### src/rtl/fft_ctrl_param.sv
// fft_ctrl_param: control FSM for an in-place radix-2 DIF FFT of N = 2^LOG2N points.
// Collects a frame, sequences every butterfly stage, then streams the bit-reversed result.
module fft_ctrl_param #(
   parameter int LOG2N  = 4,
   parameter int DW     = 16,
   parameter int BF_LAT = 4
) (
   input  logic               clk,
   input  logic               reset,
   input  logic               in_push,
   input  logic [DW-1:0]      in_real,
   input  logic [DW-1:0]      in_imag,
   output logic               in_stall_F,
   output logic [LOG2N-1:0]   read_addr_1_F,
   output logic [LOG2N-1:0]   read_addr_2_F,
   output logic [LOG2N-2:0]   W_addr_F,
   output logic [LOG2N-1:0]   write_addr_1_F,
   output logic [LOG2N-1:0]   write_addr_2_F,
   output logic [2*DW-1:0]    write_data_1_F,
   output logic               write_en_1_F,
   output logic               write_en_2_F,
   output logic               write_back_F,
   output logic               out_push_F,
   input  logic               out_stall,
   output logic               frame_done_F
);
   localparam int N  = 1 << LOG2N;
   localparam int SW = $clog2(LOG2N + 1);
   localparam int LW = $clog2(BF_LAT + 1);
   localparam int EW = 2 * LOG2N + 1;
   localparam logic [LOG2N-1:0] ONE    = LOG2N'(1);
   localparam logic [LOG2N-1:0] LAST   = LOG2N'(N - 1);
   localparam logic [LOG2N-2:0] LAST_B = '1;
   localparam logic [SW-1:0]    LAST_S = SW'(LOG2N - 1);
   localparam logic [LW-1:0]    LAST_L = LW'(BF_LAT - 1);

   typedef enum logic [1:0] {RX, CALC, BUBBLE, TX} state_t;

   state_t                    state_q, state_d;
   logic [LOG2N-1:0]          cnt_q, cnt_d;
   logic [SW-1:0]             stage_q, stage_d;
   logic [LOG2N-2:0]          bfly_q, bfly_d;
   logic [LW-1:0]             lat_q, lat_d;
   logic [BF_LAT-1:0][EW-1:0] dl_q, dl_d;
   logic                      in_stall_q, in_stall_d;
   logic [LOG2N-1:0]          ra1_q, ra1_d, ra2_q, ra2_d;
   logic [LOG2N-2:0]          w_q, w_d;
   logic [LOG2N-1:0]          wa1_q, wa1_d, wa2_q, wa2_d;
   logic [2*DW-1:0]           wd_q, wd_d;
   logic                      we1_q, we1_d, we2_q, we2_d, wb_q, wb_d;
   logic                      op_q, op_d, fd_q, fd_d;
   logic [LOG2N-1:0]          be, msk, a_c, b_c, w_full, rev;

   // msk = span-1; A keeps the low bits of b and opens a zero gap at the span bit
   always_comb begin
      be = {1'b0, bfly_q};
      msk = {LOG2N{1'b1}} >> (stage_q + SW'(1));
      a_c = ((be & ~msk) << 1) | (be & msk);
      b_c = a_c + msk + ONE;
      w_full = (be & msk) << stage_q;
      rev = '0;
      for (int i = 0; i < LOG2N; i++) rev[i] = cnt_q[LOG2N-1-i];
      state_d = state_q; cnt_d = cnt_q; stage_d = stage_q; bfly_d = bfly_q; lat_d = lat_q;
      in_stall_d = in_stall_q; ra1_d = ra1_q; ra2_d = ra2_q; w_d = w_q;
      wa1_d = wa1_q; wa2_d = wa2_q; wd_d = wd_q; wb_d = wb_q;
      we1_d = 1'b0; we2_d = 1'b0; op_d = 1'b0; fd_d = 1'b0;
      dl_d[0] = '0;
      for (int i = 1; i < BF_LAT; i++) dl_d[i] = dl_q[i-1];
      case (state_q)
         RX: begin
            in_stall_d = 1'b0;
            if (in_push && !in_stall_q) begin
               wa1_d = cnt_q; wd_d = {in_real, in_imag}; we1_d = 1'b1; wb_d = 1'b0;
               cnt_d = cnt_q + ONE;
               if (cnt_q == LAST) begin
                  in_stall_d = 1'b1; cnt_d = '0; stage_d = '0; bfly_d = '0; state_d = CALC;
               end
            end
         end
         CALC: begin
            ra1_d = a_c; ra2_d = b_c; w_d = w_full[LOG2N-2:0];
            dl_d[0] = {1'b1, a_c, b_c};
            bfly_d = bfly_q + (LOG2N-1)'(1);
            if (bfly_q == LAST_B) begin
               lat_d = '0; state_d = BUBBLE;
            end
         end
         BUBBLE: begin
            lat_d = lat_q + LW'(1);
            if (lat_q == LAST_L) begin
               lat_d = '0; stage_d = stage_q + SW'(1); state_d = CALC;
               if (stage_q == LAST_S) begin
                  stage_d = '0; cnt_d = '0; state_d = TX;
               end
            end
         end
         TX: begin
            if (!out_stall) begin
               op_d = 1'b1; ra1_d = rev; ra2_d = '0; cnt_d = cnt_q + ONE;
               if (cnt_q == LAST) begin
                  fd_d = 1'b1; cnt_d = '0; state_d = RX;
               end
            end
         end
         default: state_d = RX;
      endcase
      if (dl_q[BF_LAT-1][EW-1]) begin
         wa1_d = dl_q[BF_LAT-1][EW-2:LOG2N]; wa2_d = dl_q[BF_LAT-1][LOG2N-1:0];
         we1_d = 1'b1; we2_d = 1'b1; wb_d = 1'b1;
      end
   end

   always_ff @(posedge clk) begin
      if (reset) begin
         state_q <= RX; cnt_q <= '0; stage_q <= '0; bfly_q <= '0; lat_q <= '0; dl_q <= '0;
         in_stall_q <= 1'b1; ra1_q <= '0; ra2_q <= '0; w_q <= '0;
         wa1_q <= '0; wa2_q <= '0; wd_q <= '0; we1_q <= 1'b0; we2_q <= 1'b0; wb_q <= 1'b0;
         op_q <= 1'b0; fd_q <= 1'b0;
      end else begin
         state_q <= state_d; cnt_q <= cnt_d; stage_q <= stage_d; bfly_q <= bfly_d; lat_q <= lat_d;
         dl_q <= dl_d; in_stall_q <= in_stall_d; ra1_q <= ra1_d; ra2_q <= ra2_d; w_q <= w_d;
         wa1_q <= wa1_d; wa2_q <= wa2_d; wd_q <= wd_d; we1_q <= we1_d; we2_q <= we2_d; wb_q <= wb_d;
         op_q <= op_d; fd_q <= fd_d;
      end
   end

   assign in_stall_F     = in_stall_q;
   assign read_addr_1_F  = ra1_q;
   assign read_addr_2_F  = ra2_q;
   assign W_addr_F       = w_q;
   assign write_addr_1_F = wa1_q;
   assign write_addr_2_F = wa2_q;
   assign write_data_1_F = wd_q;
   assign write_en_1_F   = we1_q;
   assign write_en_2_F   = we2_q;
   assign write_back_F   = wb_q;
   assign out_push_F     = op_q;
   assign frame_done_F   = fd_q;
endmodule

### config.mk
export PLATFORM = sky130hd
export DESIGN_NAME = fft_ctrl_param
export DESIGN_NICKNAME = d
export VERILOG_FILES = /design/src/rtl/fft_ctrl_param.sv
export SDC_FILE = /design/constraint.sdc
export NUM_CORES = 1
export LEC_CHECK = 0
export ABC_AREA = 1
export BUFFER_PORTS_ARGS = -buffer_cell sky130_fd_sc_hd__buf_2
export CAP_MARGIN = 15
export CORE_MARGIN = 3
export CORE_UTILIZATION = 40
export DETAILED_ROUTE_END_ITERATION = 10
export HOLD_SLACK_MARGIN = 0.1
export PLACE_DENSITY = 0.7
export SLEW_MARGIN = 20
export SYNTH_ARGS = -nofsm -noshare
export SYNTH_HDL_FRONTEND = slang
export SYNTH_SLANG_ARGS = --single-unit
### constraint.sdc
create_clock -name clk -period 4.2 [get_ports clk]
set_input_delay 0.63 -clock clk [delete_from_list [all_inputs] [get_ports clk]]
set_output_delay 0.63 -clock clk [all_outputs]
set_load 0.05 [all_outputs]
==> impl_metrics.ini, run 1 <==
[outcome]
status = completed

[cts]
path_clk_slew_ps = 110
clk-insertion-delay-late_ps = 370
htree_levels = 3
cts_hold_buf = 0
cts_tree = built
cts_buffer_depth = 2
ctsRootBufferMaster = clkbuf_8
clock_sinks = 108
cts_buffers = 9
cts_resized = 0
post_cts_buffers = 0

[timing]
slew_headroom_pct = 35.9
report.final.slew_viol_count = 0
fin_worst_skew_ps = 9.77
tightest_slew_ps = 960
tns_ps = 0
setup_viol = 0
final_hold_viol_count = 0
rsz0062_at_grt = no
post-route-period-util_pct = 64.5
fin_crit_ps = 2710
max_freq_mhz = 369

[floorplan]
dieArea_um2 = 11500
pin_count = 93
die_w_um = 107
start_util_pct = 41.6
die_h_um = 107
core_area_um2 = 9910
fp-row-count = 36

[setup_path]
rrSetupSlack_ps = 1490
required_ps = 4510
path_max_fanout = 7
arrival_ps = 3020
path_class = flip-flop to flip-flop
r2r_start = stage_q[1]
worstSetupEndpointType = flip-flop
r2r_end = read_addr_2_F[3]
r2r_cells = 14
startpoint_type = flip-flop

[detailed_routing]
vias_per_cell = 4.69
drc = 0
firstDrtPassIters = 4
drtAntennaViolNets = 0
wl_per_cell_um = 11.8
drt-total-wl_um = 8850
num_vias = 3529
drtIter0Drc = 268

[synthesis]
yosysTopAreaCell = dfxtp_1
synth_nets = 580
ys_warn_count = 0
ys_top_cells_by_area = dfxtp_1 (53%), nor2_1 (12%), o21ai_0 (6.6%)
synth_top_cell_area_share_pct = 52.5
synthesis.area_um2 = 4120
ys_seq_area_share_pct = 52.5
synth_cells = 532
synth_area_per_cell_um2 = 7.74
synth_cell_types = 31
synth_seq_cells = 108

[placed_design]
dp_cells = 737
place.gp.congestion = 0.870
dpl_cell_area_um2 = 4650
io_buffers = 92
dp_hpwl_um = 6260

[final_layout]
nets = 663
register_area_um2 = 2160
layout_commonest_cell = nor2_1
stdcell_count = 753
layout_common_cells = nor2_1 (132), dfxtp_1 (108), buf_2 (92)
antenna_cells = 0
multi_input_area_um2 = 1610
layout-drive-gt1-share_pct = 20.5
syn_to_final_growth_pct = 17.8
fin_area_um2 = 4850
nFillCells = 1006
post-route-util_pct = 49.0

[global_route]
track_usage_pct = 15.8
use_met1_pct = 20.1
use_met2_pct = 26.3
grt_pass1_wl_um = 14700
grt_overflow = 0
grt.busiest_layer = met2
antenna_found_initial = 0
grt_pass1_vias = 3260
grt_max_degree = 52
gr-usage-met3_pct = 3.84

[power]
p_int_mw = 1.33
vdd_drop_max_v = 0.000168
power_leakage_nw = 2.31
combinationalPowerShare_pct = 9.7
p_sw_mw = 0.534
power_density_nw_per_um2 = 384
finalPower_mw = 1.86
clock_power_share_pct = 33.3
p_seq_share_pct = 57.0
swShare_pct = 28.7

[min_path]
whs_endpoint = dl_d[32]
min_path_cells = 2
worstHoldPathType = flip-flop to flip-flop
min-delay-start = dl_d[23]

[flow_run]
maxCapViolations = 0
==> how the worst max path moves through the flow <==
stage,start,end,slack (ps)
detailed placement,stage_q[1],read_addr_2_F[3],1520
finish,stage_q[1],read_addr_2_F[3],1490
floorplan,stage_q[0],read_addr_2_F[3],1860
CTS,stage_q[1],read_addr_2_F[3],1490
global route,stage_q[1],read_addr_2_F[3],1130
global placement,stage_q[1],read_addr_2_F[3],1670
==> metrics by stage <==
stage / setup slack (ps) / hold slack (ps)
6_report: 1490 / 396
5_1_grt: 1130 / 412
4_1_cts: 1490 / 393
3_5_place_dp: 1520 / 393
3_3_place_gp: 1670 / 388
2_1_floorplan: 1860 / 388
==> state kept, by name (all words and copies together) (netlist names) <==
| register | cells |
|---|---|
| read_addr_1_F | 4 |
| write_en_1_F | 1 |
| stage_q | 3 |
| write_back_F | 1 |
| dl_d | 27 |
| lat_q | 3 |
| write_addr_2_F | 4 |
| state_q | 2 |
| frame_done_F | 1 |
| in_stall_F | 1 |
| write_data_1_F | 32 |
| W_addr_F | 3 |
| write_addr_1_F | 4 |
| cnt_q | 4 |
| write_en_2_F | 1 |
| bfly_q | 3 |
| read_addr_2_F | 4 |
| out_push_F | 1 |
| dl_q | 9 |
==> critical path: stages, from the launching register on <==
cell and delay (ps):
dfxtp_1 390, ha_1 230, ha_1 410, inv_1 120, nor2_1 280, nand2_1 120, o21ai_0 240, ha_1 340
nand2_1 70, nor2_1 40, nor2_1 120, inv_1 50, nand2_1 60, nand2_1 60, o21ai_1 120
==> kinds of logic (layout without fill, tap and decap cells) <==
group                    Yosys count  count (layout)  synth area share [%]
AO/OA/AOI/OAI                     79              79                  9.91
buffers and inverters             85             173                  8.57
AND/OR/NAND/NOR                  247             247                  25.0
XOR/XNOR                           1               1                 0.213
adder cells (fa/ha/maj)           12              12                  3.83
flip-flops                       108             108                  52.5
==> power groups by stage <==
stage	registers, mW	clock network [mW]	logic, mW
6_report	1.06	0.619	0.181
5_1_grt	1.06	0.687	0.196
4_1_cts	1.06	0.643	0.182
3_5_place_dp	1.08	0	0.181
3_3_place_gp	1.08	0	0.179
2_1_floorplan	1.16	0	0.0526
==> routing by layer <==
| metal | share of wire, % | up-vias |
|---|---|---|
| li1 | - | 1831 |
| met1 | 46 | 1586 |
| met2 | 45 | 105 |
| met3 | 7.8 | 7 |
| met4 | 0.96 | 0 |
| met5 | 0 | - |
==> layout make-up <==
cell class	instances	share of cell area (%)
multi-input combinational	339	33.1
clock buffer	9	2.55
sequential	108	44.6
timing repair buffer	95	9.96
inverter	62	4.80
clock inverter	7	1.60
tap	133	3.43
==> cells in the mapped netlist <==
master and instances:
clkinv_1 1, nand2_4 1, nor4_1 1, a21oi_1 13
a31oi_1 7, nor3_1 5, dfxtp_1 108, nand4_1 2
ha_1 11, or2_0 1, o21ai_0 54, nor2_4 2
o21ai_1 3, inv_1 57, clkbuf_1 11, buf_4 5
o211ai_1 1, or2_1 1, nand3_1 23, nor2_1 133
buf_6 1, nor2_2 3, buf_2 6, xnor2_1 1
nand2_2 3, nand3_4 1, or2_2 1, o22ai_1 1
nand2_1 70, inv_2 4, fa_1 1
Note: power is estimated with default switching activity, not from simulation.
==> run 2, diff against run 1 <==
- clock period: 4.2 -> 2.6 ns (I/O delays scaled with it)
==> run 2 against run 1 <==
Compared with the run above:
- clock skew shrank 2.2 ps
- clock-buffer cell count grew 1
- critical path depth shrank 2
- sequential cell count is the same
- maximum frequency grew 15%
- global-route usage shrank 0.065 points
- register-to-register slack lost 1200 ps
- utilization grew 0.67 points
==> impl_metrics.ini, run 2 (same netlist as run 1, synthesis figures left out) <==
[outcome]
status = completed

[timing]
setup_viol = 0
tns_ps = 0
final_hold_viol_count = 0
post-route-period-util_pct = 90.4
tightest_slew_ps = 462
report.final.slew_viol_count = 0
slew_headroom_pct = 69.1
fin_crit_ps = 2350
max_freq_mhz = 425
fin_worst_skew_ps = 7.59
rsz0062_at_grt = no

[global_route]
antenna_found_initial = 0
grt_overflow = 0
track_usage_pct = 15.7
grt_max_degree = 40
grt_pass1_wl_um = 14900
grt_pass1_vias = 3362

[power]
power_density_nw_per_um2 = 640
power_leakage_nw = 2.34
vdd_drop_max_v = 0.000414

[floorplan]
core_area_um2 = 9910
dieArea_um2 = 11500
fp-row-count = 36
die_w_um = 107
start_util_pct = 41.6
die_h_um = 107
pin_count = 93

[min_path]
worstHoldPathType = primary input to flip-flop

[cts]
cts_resized = 0
cts_tree = built
clock_sinks = 108
path_clk_slew_ps = 100
post_cts_buffers = 0
cts_hold_buf = 0
ctsRootBufferMaster = clkbuf_8
htree_levels = 3
cts_buffers = 9
cts_buffer_depth = 2
clk-insertion-delay-late_ps = 360

[placed_design]
dp_hpwl_um = 6410
io_buffers = 92
place.gp.congestion = 0.823

[detailed_routing]
firstDrtPassIters = 5
drc = 0
drtIter0Drc = 242
drt-total-wl_um = 8750
drtAntennaViolNets = 0
wl_per_cell_um = 11.6
num_vias = 3513
vias_per_cell = 4.65

[setup_path]
startpoint_type = flip-flop
cpMaxStageDelayCell = ha_2
path_cells = ha_1 > ha_2 > inv_1 > o21ai_2 > nand2_1 > ha_1 > nand2_1 > nand2_1 > nor2_1 > nand3_1 > nand2_1 > o21ai_1
required_ps = 2840
path_class = flip-flop to flip-flop
max_stage_delay_ps = 410
path_max_fanout = 7
arrival_ps = 2590
crit_top_cell = nand2_1
cp.buffers_inverters = 1
worstSetupEndpointType = flip-flop
cp_top_family = adder cells

[final_layout]
layout-drive-gt1-share_pct = 21.3
layout_commonest_cell = nor2_1
post-route-util_pct = 49.6
layout_common_cells = nor2_1 (131), dfxtp_1 (108), buf_2 (92)
syn_to_final_growth_pct = 19.4
nets = 666
antenna_cells = 0
largest_reg_flops = 32

[flow_run]
maxCapViolations = 0
## run 2: layout make-up
cell class	count	area (um^2)
tap	133	166
timing repair buffer	98	505
inverter	62	233
fill	966	4990
multi-input combinational	339	1620
sequential	108	2160
clock buffer	10	128
clock inverter	6	105
## run 2: worst min-delay path: stages
cell    delay (ps)
buf_2           80
nor2_1          30
nor2_1          80
## run 2: routing by layer
layer  GRT usage, %  part of all wire [%]  vias to the layer above
met3           4.92                   7.3                        2
met4           2.71                  0.33                        0
met2           28.3                    48                      113
li1               -                     -                     1840
met5              0                     0                        -
met1           18.6                    45                     1558
## run 2: worst paths after layout
kind / startpoint / endpoint / slack [ps] / cells after the start
max: stage_q[1] / read_addr_2_F[3] / 250 / 12
max reg2reg: stage_q[1] / read_addr_2_F[3] / 250 / 12
min: in_real[12] / write_data_1_F[28] / 250 / 3
min reg2reg: dl_d[12] / dl_d[21] / 400 / 2
## run 2: stage by stage
stage	hold slack [ps]	setup slack, ps	cells	cell area (um^2)	power [mW]
finish	250	249	756	4920	3.15
global route	213	42.1	756	4920	3.28
CTS	226	63.9	756	4900	3.20
detailed placement	394	82.9	740	4670	2.05
global placement	389	261	740	4670	2.04
floorplan	388	260	532	4120	1.96
## run 2: power by group
part | switching, mW | total [mW] | internal, mW | leakage (nW)
Sequential | 0.0218 | 1.71 | 1.69 | 0.877
Clock | 0.575 | 1.14 | 0.565 | 0.116
Combinational | 0.219 | 0.292 | 0.0735 | 1.35
Total | 0.816 | 3.15 | 2.33 | 2.34
==> run 3, diff against run 2 <==
- CORE_MARGIN: 3 -> 8
==> run 3 against run 2 <==
Compared with the run above:
- routed wire length up 6.9%
- via count grew 1.3%
- register-to-register slack got worse by 40 ps
==> impl_metrics.ini, run 3 (same netlist as run 1, synthesis figures left out) <==
[outcome]
status = completed

[detailed_routing]
firstDrtPassIters = 5
drtIter0Drc = 269
num_vias = 3558
drt-total-wl_um = 9360
drtAntennaViolNets = 0
wl_per_cell_um = 12.3
drc = 0
vias_per_cell = 4.69

[min_path]
min-delay-start = in_real[7]
whs_endpoint = write_data_1_F[23]
min_path_cells = 3
worstHoldPathType = primary input to flip-flop

[global_route]
antenna_found_initial = 0
grt_pass1_wl_um = 15800
grt_max_degree = 38
track_usage_pct = 13.5
grt_pass1_vias = 3434
grt_overflow = 0

[final_layout]
stdcell_count = 758
layout-drive-gt1-share_pct = 20.9
syn_to_final_growth_pct = 18.4
post-route-util_pct = 48.1
layout_common_cells = nor2_1 (132), dfxtp_1 (108), buf_2 (92)
largest_reg_flops = 32
antenna_cells = 0
nets = 665
layout_commonest_cell = nor2_1

[timing]
slew_headroom_pct = 67.9
max_freq_mhz = 418
fin_worst_skew_ps = 8.04
setup_viol = 0
fin_crit_ps = 2390
post-route-period-util_pct = 92.0
tightest_slew_ps = 481
report.final.slew_viol_count = 0
final_hold_viol_count = 0

[cts]
htree_levels = 3
cts_hold_buf = 0
path_clk_slew_ps = 100
clock_sinks = 108
clk-insertion-delay-late_ps = 350
ctsRootBufferMaster = clkbuf_8
cts_tree = built
post_cts_buffers = 0
cts_buffer_depth = 2
cts_buffers = 9

[setup_path]
required_ps = 2840
r2r_cells = 13
worstSetupEndpointType = flip-flop
rrSetupSlack_ps = 210
path_max_fanout = 7
path_class = flip-flop to flip-flop
path_cells = ha_1 > ha_2 > inv_1 > nor2_1 > nand2_1 > o21ai_2 > ha_1 > nand2_1 > nor2_1 > nor2_1 > nand3_1 > nand2_1 > o21ai_1
r2r_end = read_addr_2_F[3]
startpoint = stage_q[1]
max_stage_delay_ps = 410
r2r_start = stage_q[1]
cpMaxStageDelayCell = ha_2
startpoint_type = flip-flop
arrival_ps = 2630

[placed_design]
dp_cells = 742
place.gp.congestion = 0.873
io_buffers = 92
dp_hpwl_um = 6930

[floorplan]
core_area_um2 = 10100
die_w_um = 117
fp-row-count = 37
pin_count = 93
dieArea_um2 = 13800
die_h_um = 117
start_util_pct = 40.6

[power]
power_density_nw_per_um2 = 621
vdd_drop_max_v = 0.000436
power_leakage_nw = 2.32

[flow_run]
maxCapViolations = 0
[run 3: how the worst max path moves through the flow]
| stage | cells past startpoint | endpoint |
|---|---|---|
| 3_3_place_gp | 13 | read_addr_2_F[3] |
| 6_report | 13 | read_addr_2_F[3] |
| 4_1_cts | 13 | read_addr_2_F[3] |
| 2_1_floorplan | 13 | read_addr_2_F[3] |
| 3_5_place_dp | 13 | read_addr_2_F[3] |
| 5_1_grt | 13 | read_addr_2_F[3] |
[run 3: what timing repair did]
action / CTS / global route
hold endpoints to repair: 0 / 0
resized for setup: 0 / 4
endpoints found under the setup margin: 0 / 5
[run 3: area by class of cell]
type	instances	area (um^2)
inverter	62	233
timing repair buffer	97	498
clock buffer	10	128
clock inverter	6	71.3
tap	136	170
fill	995	5270
multi-input combinational	339	1610
sequential	108	2160
[run 3: critical path: cells and delay by family, from the launching register on]
family	cells	cell delay [ps]
flops	1	390
simple gates	7	640
buf+inv	1	110
fa+ha+maj	3	930
compound gates	2	190
[run 3: metal layers]
| metal | wire [um] | GRT usage (%) |
|---|---|---|
| met1 | 4190 | 15.7 |
| met2 | 4300 | 22.7 |
| met3 | 783 | 5.04 |
| met4 | 91 | 3.52 |
| met5 | 0 | 0 |
[run 3: report_power, final]
group	internal [mW]	total [mW]	switching [mW]
Combinational	0.0725	0.294	0.222
Clock	0.458	1.02	0.561
Sequential	1.69	1.71	0.0222
[run 3: through the flow]
stage          hold WS [ps]  power (mW)  area [um^2]  TNS (ps)  worst slack, ps
2_1_floorplan           388        1.96         4120         0              260
3_3_place_gp            389        2.04         4670         0              272
3_5_place_dp            392        2.05         4670         0             71.5
4_1_cts                 235        3.07         4870         0             45.8
5_1_grt                 232        3.17         4870     -2.54            -2.54
6_report                251        3.03         4870         0              207
